--- config.mk ---
export PLATFORM = sky130hd
export DESIGN_NAME = alu8_mul_seq
export DESIGN_NICKNAME = d
export VERILOG_FILES = /design/src/rtl/alu8_mul_seq.sv
export SDC_FILE = /design/constraint.sdc
export NUM_CORES = 1
export LEC_CHECK = 0
export BUFFER_PORTS_ARGS = -buffer_cell sky130_fd_sc_hd__buf_2
export CAP_MARGIN = 20
export CORE_ASPECT_RATIO = 1.2
export CORE_MARGIN = 8
export CORE_UTILIZATION = 30
export CTS_CLUSTER_DIAMETER = 30
export DETAILED_ROUTE_END_ITERATION = 16
export GPL_ROUTABILITY_DRIVEN = 1
export HOLD_SLACK_MARGIN = 0.05
export SYNTH_ARGS = -nofsm -noshare
export SYNTH_HDL_FRONTEND = slang
export SYNTH_SLANG_ARGS = --single-unit
export TNS_END_PERCENT = 50
--- constraint.sdc ---
create_clock -name CLK -period 2.1 [get_ports CLK]
set_clock_uncertainty 0.05 [all_clocks]
set_input_delay 0.21 -clock CLK [delete_from_list [all_inputs] [get_ports CLK]]
set_output_delay 0.21 -clock CLK [all_outputs]
set_load 0.03 [all_outputs]
--- src/rtl/alu8_mul_seq.sv ---
// alu8_mul_seq: 8x8 unsigned shift-and-add multiplier sequencer.
// It computes nothing itself. It drives the external alu8 one operation per
// cycle and registers the result. The ADD and SHIFT states alternate eight
// times each, so the latency is always 16 cycles.
//
// Handshake: START is a request. It is accepted on a rising edge only while
// the sequencer is idle (IDLE or DONE state). BUSY is high while a multiply
// is in flight, and START is ignored then. DONE is a one-cycle pulse that
// marks PROD as valid. PROD then holds until the next accepted START.
module alu8_mul_seq #(
  parameter logic [5:0] OP_ADD        = 6'b001001,
  parameter logic [5:0] OP_ROR        = 6'b100000,
  parameter logic       CARRY_ACT_LOW = 1'b0
) (
  input  logic        CLK,
  input  logic        RESET,
  input  logic        START,
  input  logic [7:0]  MCAND,
  input  logic [7:0]  MPLIER,
  output logic        BUSY,
  output logic        DONE,
  output logic [15:0] PROD,
  output logic [7:0]  ALU_A,
  output logic [7:0]  ALU_B,
  output logic        ALU_CI,
  output logic [5:0]  ALU_OP,
  input  logic [7:0]  ALU_F,
  input  logic        ALU_CO,
  output logic [1:0]  dbg_state
);

  typedef enum logic [1:0] {
    S_IDLE  = 2'd0,
    S_ADD   = 2'd1,
    S_SHIFT = 2'd2,
    S_DONE  = 2'd3
  } state_t;

  // "No carry" as the ALU's add path sees it.
  localparam logic NO_CARRY = CARRY_ACT_LOW;

  state_t      state;
  state_t      state_next;
  logic [7:0]  md;
  logic [7:0]  p;
  logic [7:0]  mq;
  logic        c;
  logic [2:0]  cnt;

  assign PROD      = {p, mq};
  assign dbg_state = state;

  // State register.
  always_ff @(posedge CLK) begin
    if (RESET) state <= S_IDLE;
    else       state <= state_next;
  end

  // Next-state logic and the Moore outputs that drive the ALU.
  always_comb begin
    state_next = state;
    BUSY       = 1'b0;
    DONE       = 1'b0;
    ALU_OP     = OP_ADD;
    ALU_A      = 8'h00;
    ALU_B      = 8'h00;
    ALU_CI     = NO_CARRY;
    case (state)
      S_IDLE: begin
        if (START) state_next = S_ADD;
      end
      S_ADD: begin
        BUSY       = 1'b1;
        ALU_A      = p;
        ALU_B      = md;
        state_next = S_SHIFT;
      end
      S_SHIFT: begin
        BUSY       = 1'b1;
        ALU_OP     = OP_ROR;
        ALU_A      = p;
        ALU_B      = md;
        ALU_CI     = c;
        state_next = (cnt == 3'd7) ? S_DONE : S_ADD;
      end
      S_DONE: begin
        DONE       = 1'b1;
        state_next = START ? S_ADD : S_IDLE;
      end
      default: state_next = S_IDLE;
    endcase
  end

  // Datapath registers.
  // In ADD the sum is kept only when the current multiplier bit is set.
  // Either way ADD takes one cycle, so the timing does not depend on the data.
  always_ff @(posedge CLK) begin
    if (RESET) begin
      md  <= 8'h00;
      p   <= 8'h00;
      mq  <= 8'h00;
      c   <= 1'b0;
      cnt <= 3'd0;
    end else begin
      case (state)
        S_IDLE, S_DONE: begin
          if (START) begin
            md  <= MCAND;
            mq  <= MPLIER;
            p   <= 8'h00;
            c   <= 1'b0;
            cnt <= 3'd0;
          end
        end
        S_ADD: begin
          if (mq[0]) begin
            p <= ALU_F;
            c <= ALU_CO ^ CARRY_ACT_LOW;
          end else begin
            c <= 1'b0;
          end
        end
        S_SHIFT: begin
          // The bit rotated out of P becomes the next low-product bit.
          p  <= ALU_F;
          mq <= {ALU_CO, mq[7:1]};
          c  <= 1'b0;
          if (cnt != 3'd7) cnt <= cnt + 3'd1;
        end
        default: ;
      endcase
    end
  end

endmodule

==> metrics.cfg <==
[detailed_routing]
drt-wirelength-per-cell_um = 12.8
met1Wirelength_um = 1650
viasPerCell = 4.58
routed_wl_um = 3860
ant_nets = 0
met3WireLength_um = 471
drt-pass1-iter-count = 4
initialDrtViolationCount = 49
route.met2.wl_um = 1680
route.detailed.drc = 0
highest_layer = met4
vias = 1379

[global_route]
grt_pass1_wl_um = 6170
grt_use_total_pct = 10.3
grt_max_degree = 31
antenna_found_initial = 0
grt-ovfl-total = 0
grt_pass1_vias = 1283

[logic_synthesis]
synth_top_area_share_pct = 40.9
synthCells = 174
synth.avg_cell_area_um2 = 8.45
synth_seq_cells = 30
yosys_warnings = 0
yosysSeqAreaShare_pct = 40.9
synth.area.top_cells = dfxtp_1 (41%), and2_1 (8.1%), a21oi_1 (7.1%), ha_1 (6.8%), mux2i_1 (6.1%)
syn_area_um2 = 1470
netlist-cell-type-count = 25
synth_top_area_cell = dfxtp_1

[floorplan]
die_w_um = 79.9
rows = 28
initial_core_util_pct = 30.4
die_h_um = 92.7
die-area_um2 = 7410
core_area_um2 = 4830
ioPinCount = 71

[final_layout]
post_route_cells_drive_above_1_share_pct = 34.4
final_cell_mix = buf_2 (67), dfxtp_1 (28), a21oi_1 (21)
fin_nets = 276
n_antenna_cell = 0
layout_commonest_cell = buf_2
fin_cells = 301
final_util_pct = 40.5
area_delta_synth_final_pct = 33.1

[timing]
tightest_slew_ns = 0.596
hold_viol = 0
fmax_mhz = 531
min_period_ns = 1.88
setup_viol = 0
worst_slack_ns = 0.215
finalSetupTns_ns = 0
drv_slew = 0
rsz0062_at_grt = no
period_share_pct = 89.8
maxSlewHeadroom_pct = 60.2

[clock_network]
htreeDepth = 2
clock_latency_ns = 0.28
cts_buffers = 5
cts_buffer_depth = 2
root_buffer = clkbuf_8
cts_hold_buffers = 0
clock-sinks = 30
clkTransAtPathRegs_ns = 0.06
cts_tree = done

[placed_design]
io_buffer_count = 67
place_congestion = 0.733
place_inst = 291
dp_hpwl_um = 2930
dp_slack_ns = 0.182

[setup_path]
worstSetupEndpoint = ALU_B[5]
r2r_start = dbg_state[0]$_SDFFE_PP0P_
crit_type = reg2out
reg2reg_to = cnt[0]$_SDFFE_PP0P_
critPathCaptureType = primary output
worstPathMaxFanout = 15
worstPathRequired_ns = 1.84
crit_start = dbg_state[0]$_SDFFE_PP0P_
crit_path_start_kind = flip-flop
reg2reg_slack_ns = 0.22
rr_worst_depth = 6
arrival_ns = 1.62

[status]
outcome = finished clean

[power]
switching_share_pct = 44.8
p_int_uw = 1360
power.density_nw_per_um2 = 1260
power.clock.fraction_pct = 18.9
p_leak_uw = 0.000906
power_frac_seq_pct = 32.0
combPwrFrac_pct = 49.1
vdd_drop_max_mv = 0.605
switching_power_uw = 1100

[worst_hold_path]
worstHoldPathType = in2reg

[flow_run]
maxCapViolCount = 0

## layout make-up
| class | count | area (um2) |
|---|---|---|
| fill | 521 | 2880 |
| multi-input combinational | 128 | 803 |
| sequential | 30 | 603 |
| timing repair buffer | 72 | 373 |
| clock buffer | 7 | 86.3 |
| tap | 60 | 75.1 |
| inverter | 3 | 11.3 |
| clock inverter | 1 | 5.00 |
## layer usage
metal | up-vias | track usage, %
met4 | 0 | 4.10
met1 | 597 | 11.9
li1 | 728 | -
met3 | 5 | 6.01
met5 | - | 0
met2 | 49 | 15.3
## cells in the mapped netlist (all sizes together)
master    n
nor2b     3
inv       3
ha        8
nand4b    2
a21oi    21
nand2b    2
nor2      9
mux2i     9
conb      1
nand3     8
dfxtp    30
mux2      1
or3       1
and2     19
or4b      1
nand2    17
nor3      1
o21ai    12
buf       9
o2111ai   1
clkbuf    6
a211oi    8
a2111oi   2
## sequential cells by signal, summed over array words and instances (netlist names)
name	flops
md	8
p	8
dbg_state	2
c	1
mq	8
cnt	3
## worst max-delay path, cell delays in order, from the launching register on
cell     delay, ns
dfxtp_2       0.36
inv_1         0.14
ha_4          0.33
buf_4         0.18
and2_1        0.14
buf_2         0.19
## metrics by stage
step                cell area [um2]  total power (uW)  hold WS [ns]
global placement               1840              1970         0.389
detailed placement             1840              1980         0.395
floorplan                      1480              1660         0.296
CTS                            1940              2480         0.112
finish                         1960              2470         0.122
global route                   1960              2660         0.112
## power by group through the flow
stage	Combinational, uW	Clock, uW	Sequential [uW]
2_1_floorplan	681	0	981
3_3_place_gp	1170	0	801
3_5_place_dp	1170	0	804
4_1_cts	1200	487	793
5_1_grt	1330	516	812
6_report	1210	467	790
## timing repair
action                                  in CTS  in global routing
endpoints found under the setup margin      12                  4
gates resized for setup                      1                  0
setup buffers                                0                  2
endpoints found under the hold margin        0                  0
pin swaps                                    0                  1
## worst min-delay path by stage
stage	end	from	slack [ns]	depth (start not counted)
3_5_place_dp	md[4]$_SDFFE_PP0P_	md[4]$_SDFFE_PP0P_	0.40	2
5_1_grt	md[3]$_SDFFE_PP0P_	MCAND[3]	0.11	3
4_1_cts	md[7]$_SDFFE_PP0P_	MCAND[7]	0.11	3
6_report	md[1]$_SDFFE_PP0P_	MCAND[1]	0.12	3
3_3_place_gp	md[0]$_SDFFE_PP0P_	md[0]$_SDFFE_PP0P_	0.39	2
2_1_floorplan	md[0]$_SDFFE_PP0P_	MCAND[0]	0.30	2
## kinds of logic (layout without fill, tap and decap cells)
logic type                 Yosys count  in the layout  share of synthesized area [%]
and+or+nand+nor                     63             63                           22.2
AOI/OAI and AO/OA                   44             44                           17.1
muxes                               10             10                           6.89
adders and majority gates            8              8                           6.81
other                                1              3                          0.255
DFF                                 30             30                           40.9
buffers and inverters               18             83                           5.87
No activity file was read; power rests on OpenSTA's default activity.
